`config.mk`:
```
export PLATFORM = sky130hd
export DESIGN_NAME = clarvi_load_align
export DESIGN_NICKNAME = d
export VERILOG_FILES = /design/src/rtl/clarvi_load_align_pkg.sv /design/src/rtl/clarvi_load_extend.sv /design/src/rtl/clarvi_load_align.sv
export SDC_FILE = /design/constraint.sdc
export NUM_CORES = 1
export LEC_CHECK = 0
export CORE_ASPECT_RATIO = 1.1
export CORE_MARGIN = 5
export CORE_UTILIZATION = 52
export CTS_CLUSTER_DIAMETER = 120
export DETAILED_ROUTE_END_ITERATION = 12
export PLACE_DENSITY = 0.8
export SYNTH_ARGS = -nofsm -noshare
export SYNTH_HDL_FRONTEND = slang
export SYNTH_SLANG_ARGS = --single-unit
```
`constraint.sdc`:
```
create_clock -name clock -period 3.2 [get_ports clock]
set_input_delay 0.64 -clock clock [delete_from_list [all_inputs] [get_ports clock]]
set_output_delay 0.64 -clock clock [all_outputs]
set_load 0.02 [all_outputs]
```
`src/rtl/clarvi_load_align_pkg.sv`:
```
// Shared load-path types: memory access width, load alignment FSM states and width constants.
package clarvi_load_align_pkg;

    localparam int XLEN_DEFAULT       = 64;
    localparam int DROP_CNT_W_DEFAULT = 2;
    localparam int WORD_W             = 32;
    localparam int RD_W               = 5;

    typedef enum logic [1:0] {
        MEM_WIDTH_B = 2'd0,
        MEM_WIDTH_H = 2'd1,
        MEM_WIDTH_W = 2'd2,
        MEM_WIDTH_D = 2'd3
    } mem_width_t;

    typedef enum logic [1:0] {
        LOAD_IDLE    = 2'd0,
        LOAD_WAIT_LO = 2'd1,
        LOAD_WAIT_HI = 2'd2,
        LOAD_DONE    = 2'd3
    } load_state_t;

    // Read responses still expected from memory for a load sitting in state s.
    function automatic logic [1:0] owed_responses(input load_state_t s);
        case (s)
            LOAD_WAIT_LO: return 2'd2;
            LOAD_WAIT_HI: return 2'd1;
            default:      return 2'd0;
        endcase
    endfunction

endpackage

```
`src/rtl/clarvi_load_extend.sv`:
```
// Combinational load shifter: aligns {hi,lo} by the byte offset and sign/zero-extends by width.
module clarvi_load_extend
    import clarvi_load_align_pkg::*;
#(
    parameter int XLEN = XLEN_DEFAULT
) (
    input  logic [WORD_W-1:0] hi,
    input  logic [WORD_W-1:0] lo,
    input  logic [1:0]        offset,
    input  mem_width_t        width,
    input  logic              is_unsigned,
    output logic [XLEN-1:0]   value
);

    logic [2*WORD_W-1:0] raw;
    logic                sign_b;
    logic                sign_h;
    logic                sign_w;

    always_comb begin
        // Logical shift: bytes shifted in from beyond bit 63 are zero.
        raw    = {hi, lo} >> {offset, 3'b000};
        sign_b = !is_unsigned && raw[7];
        sign_h = !is_unsigned && raw[15];
        sign_w = !is_unsigned && raw[31];
        value  = XLEN'(raw);
        case (width)
            MEM_WIDTH_B: value = {{(XLEN-8){sign_b}}, raw[7:0]};
            MEM_WIDTH_H: value = {{(XLEN-16){sign_h}}, raw[15:0]};
            MEM_WIDTH_W: value = {{(XLEN-32){sign_w}}, raw[31:0]};
            MEM_WIDTH_D: value = XLEN'(raw);
            default:     value = XLEN'(raw);
        endcase
    end

endmodule

```
`src/rtl/clarvi_load_align.sv`:
```
// Split-load collector: merges the lo/hi read responses, aligns/extends them and presents rd + value.
// Build option LOAD_RESULT_REG_EN: registered result (valid 3 cycles after req) instead of combinational.
module clarvi_load_align
    import clarvi_load_align_pkg::*;
#(
    parameter int XLEN       = XLEN_DEFAULT,
    parameter int DROP_CNT_W = DROP_CNT_W_DEFAULT
) (
    input  logic              clock,
    input  logic              reset,
    input  logic              stall,
    input  logic              flush,
    input  logic              req_valid,
    input  logic [1:0]        req_width,
    input  logic              req_unsigned,
    input  logic [1:0]        req_offset,
    input  logic [RD_W-1:0]   req_rd,
    input  logic              resp_valid,
    input  logic [WORD_W-1:0] read_data,
    output logic              result_valid,
    output logic [XLEN-1:0]   result_data,
    output logic [RD_W-1:0]   result_rd,
    output logic              busy,
    output logic              protocol_err
);

    localparam int SUM_W = DROP_CNT_W + 2;
    localparam logic [DROP_CNT_W-1:0] DROP_MAX = '1;

    load_state_t           state_q, state_d;
    mem_width_t            width_q, width_d;
    logic                  uns_q, uns_d;
    logic [1:0]            off_q, off_d;
    logic [RD_W-1:0]       rd_q, rd_d;
    logic [WORD_W-1:0]     lo_q, lo_d;
    logic [DROP_CNT_W-1:0] drop_cnt_q, drop_cnt_d;
    logic [XLEN-1:0]       result_q, result_d;
    logic [RD_W-1:0]       result_rd_q, result_rd_d;
    logic                  perr_q, perr_d;

    logic [XLEN-1:0]       ext_value;
    logic                  drop_idle;
    logic                  resp_live;
    logic                  hi_fire;
    logic                  accept;
    logic [SUM_W-1:0]      drop_sum;

    // While responses of a squashed load are still owed, incoming responses belong to it.
    assign drop_idle = (drop_cnt_q == '0);
    assign resp_live = resp_valid && drop_idle;
    assign hi_fire   = !flush && resp_live && (state_q == LOAD_WAIT_HI);

    clarvi_load_extend #(
        .XLEN(XLEN)
    ) u_extend (
        .hi          (read_data),
        .lo          (lo_q),
        .offset      (off_q),
        .width       (width_q),
        .is_unsigned (uns_q),
        .value       (ext_value)
    );

    always_comb begin
        state_d     = state_q;
        width_d     = width_q;
        uns_d       = uns_q;
        off_d       = off_q;
        rd_d        = rd_q;
        lo_d        = lo_q;
        drop_cnt_d  = drop_cnt_q;
        result_d    = result_q;
        result_rd_d = result_rd_q;
        perr_d      = 1'b0;
        accept      = 1'b0;

        // A response arriving in the flush cycle already pays off one owed response.
        drop_sum = SUM_W'(drop_cnt_q) + SUM_W'(owed_responses(state_q));
        if (resp_valid && (drop_sum != '0)) begin
            drop_sum = drop_sum - SUM_W'(1);
        end

        if (flush) begin
            state_d    = LOAD_IDLE;
            drop_cnt_d = (drop_sum > SUM_W'(DROP_MAX)) ? DROP_MAX : drop_sum[DROP_CNT_W-1:0];
        end else begin
            if (resp_valid && !drop_idle) begin
                drop_cnt_d = drop_cnt_q - DROP_CNT_W'(1);
            end
            case (state_q)
                LOAD_IDLE: begin
                    if (resp_live) perr_d = 1'b1;
                    if (req_valid) accept = 1'b1;
                end
                LOAD_WAIT_LO: begin
                    if (req_valid) perr_d = 1'b1;
                    if (resp_live) begin
                        lo_d    = read_data;
                        state_d = LOAD_WAIT_HI;
                    end
                end
                LOAD_WAIT_HI: begin
                    if (req_valid) perr_d = 1'b1;
                    if (resp_live) begin
                        result_d    = ext_value;
                        result_rd_d = rd_q;
`ifdef LOAD_RESULT_REG_EN
                        state_d     = LOAD_DONE;
`else
                        state_d     = stall ? LOAD_DONE : LOAD_IDLE;
`endif
                    end
                end
                LOAD_DONE: begin
                    if (resp_live) perr_d = 1'b1;
                    if (!stall) begin
                        if (req_valid) accept = 1'b1;
                        else           state_d = LOAD_IDLE;
                    end else if (req_valid) begin
                        perr_d = 1'b1;
                    end
                end
                default: state_d = LOAD_IDLE;
            endcase
            if (accept) begin
                width_d = mem_width_t'(req_width);
                uns_d   = req_unsigned;
                off_d   = req_offset;
                rd_d    = req_rd;
                state_d = LOAD_WAIT_LO;
            end
        end
    end

    always_ff @(posedge clock) begin
        if (reset) begin
            state_q     <= LOAD_IDLE;
            width_q     <= MEM_WIDTH_B;
            uns_q       <= 1'b0;
            off_q       <= 2'd0;
            rd_q        <= '0;
            lo_q        <= '0;
            drop_cnt_q  <= '0;
            result_q    <= '0;
            result_rd_q <= '0;
            perr_q      <= 1'b0;
        end else begin
            state_q     <= state_d;
            width_q     <= width_d;
            uns_q       <= uns_d;
            off_q       <= off_d;
            rd_q        <= rd_d;
            lo_q        <= lo_d;
            drop_cnt_q  <= drop_cnt_d;
            result_q    <= result_d;
            result_rd_q <= result_rd_d;
            perr_q      <= perr_d;
        end
    end

`ifdef LOAD_RESULT_REG_EN
    assign result_valid = (state_q == LOAD_DONE);
    assign result_data  = result_q;
    assign result_rd    = result_rd_q;
`else
    // DONE is only entered when the writeback stage stalls on a combinational result.
    assign result_valid = hi_fire || (state_q == LOAD_DONE);
    assign result_data  = hi_fire ? ext_value : result_q;
    assign result_rd    = hi_fire ? rd_q : result_rd_q;
`endif

    assign busy         = (state_q != LOAD_IDLE);
    assign protocol_err = perr_q;

endmodule
```
==> parameters.txt <==
Parameter                              Value

Status
  Run status    finished clean

STA
  Post-layout min period    around 3.2 ns
  Worst slew slack as a fraction of its limit    0.605
  Final setup viols    0
  Final cycle utilization of the critical path    0.998
  F_max    313 MHz
  Final Skew    between 0.007 and 0.008 ns
  Final WS setup    about 0.0050 ns
  Worst hold margin    between 0.4 and 0.5 ns
  Slew at the pin with the worst max-slew slack    about 0.59 ns
  Fin. max-slew vios    0
  Setup total negative slack    0 ns
  Count of final hold-check violations    0

Detailed routing
  Wirelength per Cell    19.8 um
  Detail Route Antenna Nets    0
  Vias per inst    between 6 and 7
  Total routed wirelength    between 20000 and 25000 um
  Number of design rule violations left after detail routing    0
  Drt pass-1 iters    7
  Routed vias    6578
  Starting DRC count in detailed routing    766

Synth
  Post-synthesis mux area share    0.143
  Gate Count Post-Synth    723
  Number of synthesized flops with an enable pin    0
  Synth Area in XOR/XNOR    0.00142
  Share of async-settable or async-resettable flops after synthesis    0
  Share of the synthesized area in the top cell type    0.377
  Share of the synthesized area in compound gates (AO/OA/AOI/OAI)    0.232
  Post-Synthesis Net Count    between 700 and 800
  Simple-gate area share of the yosys netlist    0.171
  Post-synth design cell area    a little over 0.006 mm2
  Yosys reg bits    about 120
  Cell variety after synth    54
  Number of warnings printed during yosys synthesis    0
  Area leader, netlist    dfxtp_1
  Adder-cell share of the synthesized area    0.0215
  Register area share after synthesis    0.377
  Dominant combinational cell family by area after synthesis    compound AO/OA/AOI/OAI gates
  Mean Syn Cell Area    8.52 um2
  Biggest area contributors in the synthesized netlist    dfxtp_1 (38%), a21oi_1 (7.2%), nand2_1 (6.6%)
  Dominant synthesized flop cell    dfxtp_1

Setup path
  Worst setup path category    in2out
  Crit-path max cell delay    roughly 0.53 ns
  Slowest CP cell    clkdlybuf4s50_1
  Count of buffering cells on the critical path with inverters included    5
  Crit-path most repeated cell    buf_4
  Worst EP required    approximately 2.6 ns
  Data arrival at the endpoint of the critical path    about 2.6 ns
  CP Capture Type    output pin
  Crit-path leading delay family    buffers and inverters
  Largest fanout on the critical path    12
  Crit path launch type    input port
  Ordered cell list for the critical path    clkdlybuf4s50_1 > mux2i_2 > o32ai_2 > buf_4 > o31ai_4 > buf_4 > clkbuf_16 > a21oi_1 > clkbuf_2

GRT
  GRT Resource Usage Total    0.294
  Initial antenna violation count    0
  Via count of the first global-routing pass    about 6.4k
  Global-route wire length before repair    between 30000 and 40000 um
  Total congestion overflow    0
  Largest net degree at the start of global routing    117

Placed design
  Post-DP HPWL    around 14000 um
  RePlAce Congestion    around 0.95
  Port Buffer Count    approximately 120
  Post-Place Worst Slack    -0.305 ns
  Placed cell count    1021
  Placed standard-cell area    0.00805 mm2

Job
  Max_cap viols    0

Finish
  Share of post-route cells with drive strength above 1    0.205
  Final design utilization    0.754
  Layout Cells excl Fill    roughly 1.1k
  Number of nets in the layout    959
  Area growth syn-to-layout    41.2%
  Diode count    0
  Finished Cell Area    ~0.0087 mm2

Min path
  Path category of the worst min-delay check    reg2reg

Clock network
  Latest clock arrival within the worst-skew pair    0.42 ns
  Clock tree from TritonCTS    yes
  Clock transition at path regs    ~0.05 ns
  Count of clock tree sinks    ~120
  Total CTS buffers    17
  Longest Clk Path Bufs    2
  Cell at the root of the clock tree    clkbuf_16
  Number of H-tree branching levels    4
  Cts-stage hold buffer count    0

Floorplanning
  Die extent in y    about 120 um
  Die X-Extent    between 100 and 150 um
  Core ar.    ~0.012 mm2
  Area of the die    between 0.01 and 0.015 mm2
  Initial Utilization    0.534
  Row Count    approximately 40
  Boundary Pins    120

Pwr
  IR drop worst, VDD    0.284 mV
  Total Power Consumption    about 3.8 mW
  Leak Pwr    approximately 3.7 nW
  Power density relative to cell area    around 440 mW/mm2
[cell usage after synthesis (9+ instances only)]
master     count
dfxtp_1      116
nand2_1      109
a21oi_1       89
nor2_1        86
a211oi_1      42
clkbuf_1      37
mux2i_1       36
nor2b_1       27
o211ai_1      17
buf_2         16
mux4_2        16
mux2_1        12
a2bb2oi_1      9
a311oi_1       9
ha_1           9
inv_1          9
o22ai_1        9
[state kept, by name (all words and copies together) (netlist names)]
signal	flops
result_q	64
lo_q	32
rd_q	5
result_rd_q	5
drop_cnt_q	2
off_q	2
state_q	2
width_q	2
protocol_err	1
uns_q	1
[final timing paths]
check           startpoint               to  slack [ns]  cells after the start
min                lo_q[6]          lo_q[6]        0.46                      2
max          read_data[23]  result_data[52]       0.005                      9
min reg2reg        lo_q[6]          lo_q[6]        0.46                      2
max reg2reg     state_q[1]    drop_cnt_q[1]        0.68                     10
[area by class of cell]
class | instances | area (um2)
fill | 803 | 2840
inverter | 11 | 41.3
multi-input combinational | 534 | 3550
tap | 150 | 188
timing repair buffer | 221 | 2000
clock inverter | 10 | 130
sequential | 116 | 2330
clock buffer | 22 | 464
[repair_timing]
item                                    in CTS  in global routing
pin swaps                                    1                  3
buffers inserted                             6                  4
gates resized for setup                     78                 54
endpoints found under the setup margin      63                 47
gates cloned                                 1                  1
[worst reg2reg max path, cell delays in order (launching register included)]
cell and delay [ns]:
dfxtp_1 0.41, inv_1 0.11, ha_1 0.24, inv_1 0.14
fa_1 0.46, ha_1 0.20, ha_1 0.19, nor2b_1 0.24
o2111ai_1 0.18, o211ai_1 0.13, a21oi_1 0.08
[where the power goes]
group,internal (mW),total (mW),switching [mW]
Clock,1.26,1.92,0.662
Combinational,0.196,0.437,0.241
Sequential,1.47,1.49,0.0180
[layout by cell type, fill, tap and decap left out, types with 3 or more instances in the layout]
master,netlist,final
dlygate4sd2_1,0,35
clkinv_2,0,5
nand3_1,5,5
clkbuf_1,37,3
dlymetal6s2s_1,0,11
nand3b_1,4,4
clkdlybuf4s15_1,0,4
bufinv_16,0,3
o22ai_1,9,9
o22a_1,8,8
buf_2,16,3
o21ai_0,3,3
a21oi_1,89,88
nand2_1,109,109
buf_4,4,89
o211ai_1,17,17
buf_6,4,4
a22oi_1,8,8
a2bb2oi_1,9,9
mux2_1,12,12
clkdlybuf4s50_1,0,49
nor2_1,86,83
ha_1,9,8
mux2i_1,36,34
inv_1,9,9
dfxtp_1,116,114
nor2b_1,27,27
clkbuf_16,0,18
a31oi_1,8,8
a211oi_1,42,42
buf_12,0,10
a311oi_1,9,9
mux4_2,16,16
clkbuf_2,0,15
[per-layer routing]
layer,vias to the layer above,GRT usage,part of all wire
met2,420,0.507,0.49
li1,2967,-,-
met1,3108,0.354,0.37
met3,83,0.0573,0.092
met4,0,0.140,0.044
met5,-,0,0
[logic make-up (layout without fill, tap and decap cells)]
logic type,Yosys count,after routing
adder cells (fa/ha/maj),10,10
multiplexers,66,66
XOR/XNOR,1,1
AND/OR/NAND/NOR,244,244
buffers and inverters,73,264
flip-flops,116,116
AO/OA/AOI/OAI,213,213
Power figures use the tool's default switching activity.
